==> src/rtl/pix_packer.sv <==
// pix_packer: packs 12-bit pixels into 16-bit words (4 pixels -> 3 words)
// with frame delimiting, final-word tagging and per-frame word counting.
module pix_packer #(
  parameter int WordCountWidth = 22
) (
  input  logic                      pix_clk,
  input  logic                      pix_rst,
  input  logic                      pix_frameValid,
  input  logic [11:0]               in_d,
  input  logic                      in_valid,
  output logic                      in_pop,
  output logic [15:0]               out_d,
  output logic                      out_valid,
  output logic                      out_last,
  input  logic                      out_ready,
  output logic [WordCountWidth-1:0] frameWordCount,
  output logic                      frameDone,
  output logic                      overflow
);

  typedef enum logic [2:0] {
    IDLE, RUN, DRAIN, FLUSH, WAIT_LAST
  } state_e;

  localparam logic [WordCountWidth-1:0] CntOne =
    WordCountWidth'(1);

  state_e state_q, state_d;
  logic [27:0] acc_q, acc_d;
  logic [4:0]  bits_q, bits_d;
  logic [15:0] stg_q, stg_d;
  logic        stg_v_q, stg_v_d;
  logic        stg_l_q, stg_l_d;
  logic [15:0] od_q, od_d;
  logic        ov_q, ov_d;
  logic        ol_q, ol_d;
  logic [WordCountWidth-1:0] cnt_q, cnt_d;
  logic        ovf_q, ovf_d;
  logic        fv_q;
  logic        pend_q, pend_d;

  logic       rise, hold, packing;
  logic       out_load, xfer;
  logic       emit, fl_emit, adv;
  logic       pop, done;
  logic [4:0] rem;

  always_comb begin
    rise     = pix_frameValid && !fv_q;
    hold     = pend_q || rise;
    packing  = (state_q == RUN) || (state_q == DRAIN);
    out_load = !ov_q || out_ready;
    xfer     = ov_q && out_ready;
    emit     = packing && (bits_q >= 5'd16)
               && (!stg_v_q || out_load);
    fl_emit  = (state_q == FLUSH) && (bits_q != 5'd0)
               && (!stg_v_q || out_load);
    rem      = emit ? bits_q - 5'd16 : bits_q;
    // Stage word is held back until a successor exists or the frame ends.
    adv      = stg_v_q && out_load
               && (emit || fl_emit || state_q == WAIT_LAST);
    pop      = 1'b0;
    if (state_q == IDLE) begin
      pop = in_valid && !hold;
    end else if (packing) begin
      pop = in_valid && !hold && (rem <= 5'd16);
    end
  end

  always_comb begin
    state_d = state_q;
    acc_d   = emit ? {16'd0, acc_q[27:16]} : acc_q;
    bits_d  = rem;
    stg_d   = stg_q;
    stg_v_d = stg_v_q;
    stg_l_d = stg_l_q;
    od_d    = od_q;
    ov_d    = ov_q;
    ol_d    = ol_q;
    cnt_d   = cnt_q;
    ovf_d   = ovf_q;
    pend_d  = pend_q || (rise && state_q != IDLE);
    done    = 1'b0;
    if (packing && pop) begin
      acc_d  = acc_d | ({16'd0, in_d} << rem);
      bits_d = rem + 5'd12;
    end
    if (out_load) begin
      ov_d = adv;
      ol_d = adv && stg_l_q;
      if (adv) od_d = stg_q;
    end
    if (emit || fl_emit) begin
      stg_d   = acc_q[15:0];
      stg_v_d = 1'b1;
      stg_l_d = fl_emit;
    end else if (adv) begin
      stg_v_d = 1'b0;
      stg_l_d = 1'b0;
    end
    if (xfer) begin
      if (&cnt_q) ovf_d = 1'b1;
      else        cnt_d = cnt_q + CntOne;
    end
    unique case (state_q)
      IDLE: begin
        if (hold) begin
          state_d = RUN;
          pend_d  = 1'b0;
          cnt_d   = '0;
          ovf_d   = 1'b0;
        end
      end
      RUN: begin
        if (!pix_frameValid) state_d = DRAIN;
      end
      DRAIN: begin
        if ((!in_valid || hold) && bits_q < 5'd16)
          state_d = FLUSH;
      end
      FLUSH: begin
        if (bits_q != 5'd0) begin
          if (fl_emit) begin
            acc_d   = '0;
            bits_d  = '0;
            state_d = WAIT_LAST;
          end
        end else if (stg_v_q) begin
          stg_l_d = 1'b1;
          state_d = WAIT_LAST;
        end else begin
          done    = 1'b1;
          state_d = IDLE;
        end
      end
      WAIT_LAST: begin
        if (xfer && ol_q) begin
          done    = 1'b1;
          state_d = IDLE;
          stg_v_d = 1'b0;
          stg_l_d = 1'b0;
          ov_d    = 1'b0;
          ol_d    = 1'b0;
          acc_d   = '0;
          bits_d  = '0;
        end
      end
      default: state_d = IDLE;
    endcase
  end

  always_ff @(posedge pix_clk) begin
    if (pix_rst) begin
      state_q <= IDLE;
      acc_q   <= '0;
      bits_q  <= '0;
      stg_q   <= '0;
      stg_v_q <= 1'b0;
      stg_l_q <= 1'b0;
      od_q    <= '0;
      ov_q    <= 1'b0;
      ol_q    <= 1'b0;
      cnt_q   <= '0;
      ovf_q   <= 1'b0;
      fv_q    <= 1'b0;
      pend_q  <= 1'b0;
    end else begin
      state_q <= state_d;
      acc_q   <= acc_d;
      bits_q  <= bits_d;
      stg_q   <= stg_d;
      stg_v_q <= stg_v_d;
      stg_l_q <= stg_l_d;
      od_q    <= od_d;
      ov_q    <= ov_d;
      ol_q    <= ol_d;
      cnt_q   <= cnt_d;
      ovf_q   <= ovf_d;
      fv_q    <= pix_frameValid;
      pend_q  <= pend_d;
    end
  end

  assign in_pop         = pop && !pix_rst;
  assign frameDone      = done && !pix_rst;
  assign out_d          = od_q;
  assign out_valid      = ov_q;
  assign out_last       = ol_q;
  assign frameWordCount = cnt_q;
  assign overflow       = ovf_q;

endmodule

==> config.mk <==
export PLATFORM = sky130hd
export DESIGN_NAME = pix_packer
export DESIGN_NICKNAME = d
export VERILOG_FILES = /design/src/rtl/pix_packer.sv
export SDC_FILE = /design/constraint.sdc
export NUM_CORES = 1
export LEC_CHECK = 0
export BUFFER_PORTS_ARGS = -buffer_cell sky130_fd_sc_hd__buf_4
export CELL_PAD_IN_SITES_DETAIL_PLACEMENT = 1
export CELL_PAD_IN_SITES_GLOBAL_PLACEMENT = 2
export CORE_MARGIN = 5
export CORE_UTILIZATION = 37
export DETAILED_ROUTE_END_ITERATION = 7
export GPL_ROUTABILITY_DRIVEN = 0
export PLACE_DENSITY_LB_ADDON = 0.1
export SLEW_MARGIN = 20
export SYNTH_ARGS = -nofsm -noshare
export SYNTH_HDL_FRONTEND = slang
export SYNTH_SLANG_ARGS = --single-unit
==> constraint.sdc <==
create_clock -name pix_clk -period 4.95 [get_ports pix_clk]
set_input_delay 0.2475 -clock pix_clk [delete_from_list [all_inputs] [get_ports pix_clk]]
set_output_delay 0.2475 -clock pix_clk [all_outputs]
set_load 0.01 [all_outputs]
==> metrics.yaml, run 1 <==
status: "complete, no violations"
worst-path-max-fanout: 18
cp_cell_sequence: "clkinv_1, ha_1, nand3b_1, a311o_1, nor2_4, mux2i_1, nor2_1"
syn2layout_area_growth_pct: 18.54
finalSetupViolCount: 0
switching_power_mw: 0.4121
period_minus_slack_ps: 3250
synth_top_area_share_pct: 43.75
core_area_um2: 11470
dr.pass1.iters: 4
num_vias: 3724
synth.area.top_cells: "dfxtp_1 (44%), mux2i_1 (8.5%), nor2_1 (6.1%), nand2_1 (4.8%), a31oi_1 (2.3%)"
skew_ps: 12.83
cts_buffer_depth: 2
synth.most_common_cell: "dfxtp_1"
cp-end-kind: "register"
slew_headroom_pct: 33.58
drt-initial-drc-count: 152
place_area_um2: 4862
grt_pass1_vias: 3833
path_clk_slew_ps: 70
wirelength_um: 11570
synth_cells: 491
num_rows: 39
dp_hpwl_um: 8124
grt_max_degree: 43
ys_ff_latch: 95
crit_required_ps: 5170
synth-seq-area-share_pct: 43.75
netlist_top_cells_count: "dfxtp_1 (95), nor2_1 (71), nand2_1 (56), mux2i_1 (37), a31oi_1 (16)"
antenna_found_initial: 0
initial_utilization_pct: 37.91
worst_slack_ps: 1700
synth_area_um2: 4347
drc: 0
die_w_um: 118.4
ant_nets: 0
fp.dieArea_um2: 14020
layout-drive-gt1-share_pct: 18.92
synth_flop_cell: "dfxtp_1"
p_int_mw: 1.243
io_buffers: 59
die_h_um: 118.4
power_frac_comb_pct: 9.5
worst_pin_slew_ps: 993.6
post_cts_buffers: 0
tns_ps: 0
placedCellCount: 667
htreeDepth: 3
n_fill_cell: 1329
clkSinkCount: 95
instances_no_fill: 682
arrival_ps: 3470
swShare_pct: 24.89
ys_types: 63
maxCapViolations: 0
root_buffer: "clkbuf_16"
final_area_um2: 5152
synth_nets: 511
vias_per_cell: 5.460
grt_first_pass_wirelength_um: 19530
pwr_density_cell_nw_per_um2: 321.3
maxSlewViolCount: 0
startpoint_type: "register"
numCtsBuffers: 9
synth_area_per_cell_um2: 8.853
critPathSlowestCell: "dfxtp_1"
timing.fmax_mhz: 307.7
diodes: 0
io_pins: 60
p_clk_share_pct: 42.0
worstSetupPathType: "register to register"
p_seq_share_pct: 48.6
grt_overflow: 0
postCtsHoldBufs: 0
synth_area_leader_cell: "dfxtp_1"
hold_violations: 0
hp-class: "primary input to register"
synth_edf_count: 0
cts.repair.resized: 0
ir_drop_uv: 204.2
pre_cts_ws_ps: 1698
grtUsageTotal_pct: 16.94
wl_per_cell_um: 16.96
synthArstFlopShare_pct: 0
final_nets: 555
leakagePower_nw: 1.817
final_core_util_pct: 44.93
grt_setup_unrepaired: "no"
cts_tree: "done"
fin_crit_sh_pct: 65.66
worstSkewPairLatency_ps: 350
yosysWarnings: 0
max_stage_delay_ps: 680
worst paths after layout:
kind / startpoint / depth (start not counted) / end / slack [ps]
setup / recovery: bits_q[2] / 7 / out_d[11] / 1700
hold / removal: pix_frameValid / 2 / fv_q / 160
setup reg to reg: bits_q[2] / 7 / out_d[11] / 1700
hold reg to reg: acc_q[24] / 2 / acc_q[8] / 450
worst max-delay path, delay by kind of cell (launching register included):
| family | cells | cell delay [ps] |
|---|---|---|
| fa+ha+maj | 1 | 380 |
| simple gates | 3 | 900 |
| mux | 1 | 270 |
| buf+inv | 1 | 450 |
| compound gates | 1 | 430 |
| flops | 1 | 680 |
sequential cells by signal, summed over array words and instances (netlist names):
register,cells
acc_q,28
bits_q,3
frameWordCount,22
fv_q,1
out_d,16
out_last,1
out_valid,1
overflow,1
pend_q,1
state_q,3
stg_l_q,1
stg_q,16
stg_v_q,1
through the flow:
step	hold WS, ps	power [mW]
after global placement	439.5	0.9777
final	155.8	1.656
after floorplan	375.7	0.9279
after global routing	178.0	1.731
after detailed placement	448.0	0.9795
after CTS	151.0	1.688
cells by family after synthesis:
kind of cell | share of synthesized area, %
buf+inv | 3.771
simple gates | 22.19
fa+ha+maj | 1.094
mux | 9.816
xor+xnor | 2.216
flops | 43.75
compound gates | 17.16
layer usage:
metal  GRT usage (%)  routed length, µm
met3           3.438                365
met1           22.68               5688
met5               0                  0
met4           6.591                205
met2           26.90               5310
cell type report:
type | count | area [µm²] | area share [%]
sequential | 95 | 1902 | 36.91
timing repair buffer | 61 | 457.9 | 8.888
tap | 143 | 178.9 | 3.473
clock buffer | 12 | 246.5 | 4.784
multi-input combinational | 361 | 2297 | 44.58
inverter | 7 | 26.28 | 0.5100
clock inverter | 3 | 43.79 | 0.8499
cell usage in the layout (no fill, tap or decap), types with 7 or more instances in the layout:
master / instances
a21oi_1: 14
a22oi_1: 8
a31oi_1: 16
and3_1: 8
buf_4: 61
clkbuf_16: 9
dfxtp_1: 95
mux2i_1: 37
nand2_1: 56
nand3_1: 13
nor2_1: 71
nor3_1: 7
o21ai_0: 7
o22ai_1: 8
or3_1: 7
xor2_1: 7
power groups by stage:
stage          combinational [mW]  clock, mW  sequential [mW]
2_1_floorplan               0.124          0            0.803
3_3_place_gp                0.157          0            0.821
3_5_place_dp                0.158          0            0.822
4_1_cts                     0.159      0.725            0.804
5_1_grt                     0.174      0.750            0.808
6_report                    0.157      0.695            0.804
Power figures use the tool's default switching activity.
==> inputs of run 2 (changes only) <==
CORE_UTILIZATION = 31   (was 37)
clock period = 2.8 ns   (was 4.95 ns; I/O delays follow)
==> metrics.yaml, run 2 (synthesis gave the netlist of run 1 again) <==
status: "complete, no violations"
drt-initial-drc-count: 202
dr.pass1.iters: 4
placedCellCount: 714
hold_ws_ps: 46.48
period_minus_slack_ps: 2317
grt_max_degree: 43
worstSkewPairLatency_ps: 340
clkSinkCount: 95
n_fill_cell: 1595
diodes: 0
ant_nets: 0
grt_pass1_vias: 3883
syn2layout_area_growth_pct: 22.48
cp_common_cell: "o21a_1"
hp-class: "primary input to register"
slew_headroom_pct: 61.45
max_stage_delay_ps: 560
vias_per_cell: 5.160
timing.fmax_mhz: 431.6
grt_first_pass_wirelength_um: 20730
power_frac_comb_pct: 10.1
crit_required_ps: 3090
maxSlewViolCount: 0
worstSetupPathType: "register to register"
postCtsHoldBufs: 0
p_seq_share_pct: 44.6
final_common_cell: "dfxtp_1"
leakagePower_nw: 1.886
grt_overflow: 0
wirelength_um: 12460
maxCapViolations: 0
switching_power_mw: 0.7542
cp-end-kind: "register"
numCtsBuffers: 9
dp_hpwl_um: 8784
core_area_um2: 13830
initial_utilization_pct: 31.44
die_w_um: 128.4
finalSetupViolCount: 0
tns_ps: 0
antenna_found_initial: 0
worst_pin_slew_ps: 573.8
p_int_mw: 2.396
htreeDepth: 3
layout_common_cells: "dfxtp_1 (95), nor2_1 (71), buf_4 (71), nand2_1 (56), mux2i_1 (37)"
root_buffer: "clkbuf_16"
die_h_um: 128.4
num_vias: 3767
drc: 0
grtUsageTotal_pct: 15.83
wl_per_cell_um: 17.07
fin_crit_sh_pct: 82.74
fp.dieArea_um2: 16490
pwr_density_cell_nw_per_um2: 591.8
worst-path-max-fanout: 13
num_rows: 43
ir_drop_uv: 282.5
cp_cell_sequence: "ha_1, nand3_1, or2_2, o31ai_4, buf_4, o21a_1, o21a_1"
instances_no_fill: 730
regMostFlops: "acc_q"
io_buffers: 59
arrival_ps: 2610
grt_setup_unrepaired: "no"
path_clk_slew_ps: 70
cts_buffer_depth: 2
critPathSlowestCell: "o31ai_4"
startpoint_type: "register"
io_pins: 60
skew_ps: 4.951
post_cts_buffers: 0
largest_reg_flops: 28
swShare_pct: 23.94
final_nets: 565
cts_tree: "done"
p_clk_share_pct: 45.3
cts.repair.resized: 0
hold_violations: 0
layout-drive-gt1-share_pct: 20.36
run 2: cell type report:
type | count | area [µm²] | area share [%]
clock buffer | 13 | 250.2 | 4.700
clock inverter | 3 | 90.09 | 1.692
inverter | 7 | 26.28 | 0.4935
multi-input combinational | 361 | 2297 | 43.15
sequential | 95 | 1902 | 35.72
tap | 180 | 225.2 | 4.230
timing repair buffer | 71 | 533.0 | 10.01
run 2: power groups by stage:
stage / registers [mW] / clock network, mW / logic, mW
6_report: 1.40 / 1.43 / 0.317
5_1_grt: 1.41 / 1.53 / 0.352
4_1_cts: 1.41 / 1.47 / 0.323
3_5_place_dp: 1.44 / 0 / 0.321
3_3_place_gp: 1.44 / 0 / 0.316
2_1_floorplan: 1.42 / 0 / 0.220
run 2: worst max-delay path: cells and delay by family (launching register included):
family / cells / cell delay (ps)
fa+ha+maj: 1 / 210
flops: 1 / 420
buf+inv: 1 / 250
simple gates: 2 / 570
compound gates: 3 / 810
run 2: worst paths after layout:
kind	start	endpoint	slack, ps	depth (start not counted)
setup / recovery	frameWordCount[0]	frameWordCount[21]	480	7
hold / removal	pix_frameValid	fv_q	50	2
setup reg to reg	frameWordCount[0]	frameWordCount[21]	480	7
hold reg to reg	acc_q[25]	acc_q[9]	460	2
run 2: per-stage QoR:
stage                     setup WS (ps)  total power [mW]  cell area, µm²  utilization (%)
after CTS                         448.9             3.199            5324            38.50
final                             483.1             3.150            5324            38.50
after floorplan                   422.1             1.640            4347                -
after global placement            541.1             1.752            4984            36.04
after global routing              198.6             3.288            5324            38.50
after detailed placement          472.0             1.757            4984            36.04
run 2: layer usage:
layer  track usage (%)  vias to the layer above  share of wire [%]
met1             21.11                     1829                 48
met3             2.823                       10                3.1
met5                 0                        -                  0
met2             25.74                       58                 48
li1                  -                     1870                  -
met4             5.680                        0                1.4
==> inputs of run 3 (changes only) <==
ABC_AREA = 1   (was default)
clock period = 2.3 ns   (was 2.8 ns; I/O delays follow)
==> metrics.yaml, run 3 <==
status: "complete, no violations"
whs_endpoint: "out_valid"
hold_path_startpoint: "out_ready"
numCtsBuffers: 9
pwr_density_cell_nw_per_um2: 831.9
cp-end-kind: "output pin"
cts_buffer_depth: 2
hold_violations: 0
drc: 0
core_area_um2: 15310
fp.dieArea_um2: 18290
regMostFlops: "acc_q"
synthArstFlopShare_pct: 0
diodes: 0
antenna_found_initial: 0
synth_cells: 773
yosysWarnings: 0
rrSetupSlack_ps: 330
synth_nets: 793
wirelength_um: 15130
p_int_mw: 3.105
netlist_top_cells_count: "nor2_1 (208), nand2_1 (186), dfxtp_1 (95), nand3_1 (53), inv_1 (52)"
ant_nets: 0
critPathSlowestCell: "dfxtp_1"
leakagePower_nw: 2.623
layout-drive-gt1-share_pct: 13.04
io_pins: 60
layout_common_cells: "nor2_1 (208), nand2_1 (186), dfxtp_1 (95), buf_4 (80), nand3_1 (53)"
clkSinkCount: 95
maxCapViolations: 0
die_h_um: 135.2
synth_flop_cell: "dfxtp_1"
slew_headroom_pct: 69.29
finalSetupViolCount: 0
grt_use_met3_pct: 3.083
hp-class: "primary input to register"
grt_first_pass_wirelength_um: 25280
synth.most_common_cell: "nor2_1"
hold_ws_ps: 73.37
skew_ps: 9.566
grt_max_degree: 34
ir_drop_uv: 372.2
swShare_pct: 36.63
worstSetupPathType: "register to output pin"
crit_required_ps: 2180
dp_hpwl_um: 11430
fin_crit_sh_pct: 91.04
largest_reg_flops: 28
grtUsageTotal_pct: 17.13
initial_utilization_pct: 31.75
reg2regPathDepth: 11
switching_power_mw: 1.795
die_w_um: 135.2
cp_cell_sequence: "nor2_2, nand2_1, nand2_2, nand2_2, nand3_4, nand3_4, nand2_1, o21ai_1, nor2_1, buf_4"
tns_ps: 0
power_frac_comb_pct: 28.6
r2r-end: "out_d[7]"
p_seq_share_pct: 40.0
synth_area_per_cell_um2: 6.290
grt_busiest_layer: "met2"
arrival_ps: 1980
synth_area_leader_cell: "dfxtp_1"
num_rows: 45
period_minus_slack_ps: 2094
num_vias: 5000
path_clk_slew_ps: 70
vias_per_cell: 4.776
drt-initial-drc-count: 290
ys_ff_latch: 95
htreeDepth: 3
io_buffers: 59
final_common_cell: "nor2_1"
synth-seq-area-share_pct: 39.11
grt_pass1_vias: 5047
root_buffer: "clkbuf_16"
grtUsageMet2_pct: 29.04
dr.pass1.iters: 4
synth_top_area_share_pct: 39.11
ys_types: 31
grt_setup_unrepaired: "no"
startpoint_type: "register"
worst-path-max-fanout: 18
p_clk_share_pct: 31.4
grt_overflow: 0
holdPathStages: 4
synth_area_um2: 4862
timing.fmax_mhz: 477.6
maxSlewViolCount: 0
worst_pin_slew_ps: 457.1
synth_edf_count: 0
worstSkewPairLatency_ps: 350
final_nets: 851
cts_tree: "done"
r2r-start: "bits_q[3]"
syn2layout_area_growth_pct: 21.13
met1_usage_pct: 22.02
max_stage_delay_ps: 350
wl_per_cell_um: 14.45
synth.area.top_cells: "dfxtp_1 (39%), nor2_1 (16%), nand2_1 (14%), nand3_1 (5.5%), o21ai_0 (4.6%)"
-- run 3: cell types whose count changed in the layout (fill, tap and decap cells not counted), moves of 8 or more --
cell / previous run / this run
and3_1: 8 / 0
o21ai_1: 6 / 27
a22oi_1: 8 / 0
buf_4: 71 / 80
nand2_1: 56 / 186
o21ai_0: 7 / 45
nor2_1: 71 / 208
mux2i_1: 37 / 0
a31oi_1: 16 / 1
inv_1: 6 / 52
o22ai_1: 8 / 0
nand3_1: 13 / 53
-- run 3: power by group through the flow --
stage | logic (mW) | registers [mW] | clock network [mW]
after global placement | 1.39 | 2.00 | 0
after detailed placement | 1.41 | 2.00 | 0
after floorplan | 1.02 | 1.95 | 0
after CTS | 1.42 | 1.96 | 1.59
after global routing | 1.61 | 1.98 | 1.66
final | 1.40 | 1.96 | 1.54
-- run 3: logic make-up (layout without fill, tap and decap cells) --
logic type / count (synthesis) / count (layout) / synth area share (%)
simple gates: 475 / 475 / 39.78
compound gates: 95 / 95 / 10.04
flops: 95 / 95 / 39.11
buf+inv: 94 / 157 / 8.312
xor+xnor: 11 / 11 / 1.981
fa+ha+maj: 3 / 3 / 0.7721
-- run 3: routing by layer --
layer | wire, µm | vias up | share of wire (%)
met5 | 0 | - | 0
met4 | 247 | 0 | 1.6
met3 | 447 | 11 | 3.0
met2 | 7149 | 70 | 47
met1 | 7288 | 2356 | 48
li1 | - | 2563 | -
-- run 3: repair_timing --
| item | 4_1_cts | 5_1_grt |
|---|---|---|
| hold buffers | 2 | 0 |
| buffers inserted | 0 | 0 |
| endpoints found under the hold margin | 2 | 0 |
| resized for setup | 0 | 1 |
| setup endpoints to repair | 0 | 1 |
-- run 3: layout make-up --
cell class              count  area, µm²
fillers                  2026       9425
multi-input cells         584       2564
flip-flops and latches     95       1902
repair buffers             83      640.6
well taps                 211      264.0
clock buffers              10      239.0
inverters                  58      217.7
clock inverters             6      62.56
-- run 3: worst max-delay path, delay by kind of cell, from the launching register on --
| family | cells | cell delay (ps) |
|---|---|---|
| and+or+nand+nor | 8 | 1030 |
| DFF | 1 | 350 |
| buffers and inverters | 1 | 130 |
| AOI/OAI and AO/OA | 1 | 110 |
-- run 3: through the flow --
step           util (%)  std cells  setup slack, ps  cell area (µm²)  power, mW
2_1_floorplan         -        773            2.757             4862      2.972
6_report          38.46       1047            206.1             5889      4.900
3_5_place_dp      36.31       1029            316.4             5560      3.412
3_3_place_gp      36.31       1029            425.6             5560      3.383
4_1_cts           38.41       1047            30.53             5882      4.974
5_1_grt           38.46       1047            27.47             5889      5.256
-- run 3: how the worst max path moves through the flow --
stage / start / slack [ps] / endpoint / cells after the start
after floorplan: bits_q[3] / 3 / out_d[12] / 14
after CTS: state_q[0] / 30 / in_pop / 10
after detailed placement: bits_q[3] / 320 / out_d[7] / 11
after global placement: bits_q[2] / 430 / acc_q[25] / 11
after global routing: state_q[0] / 30 / in_pop / 10
final: state_q[2] / 210 / in_pop / 10
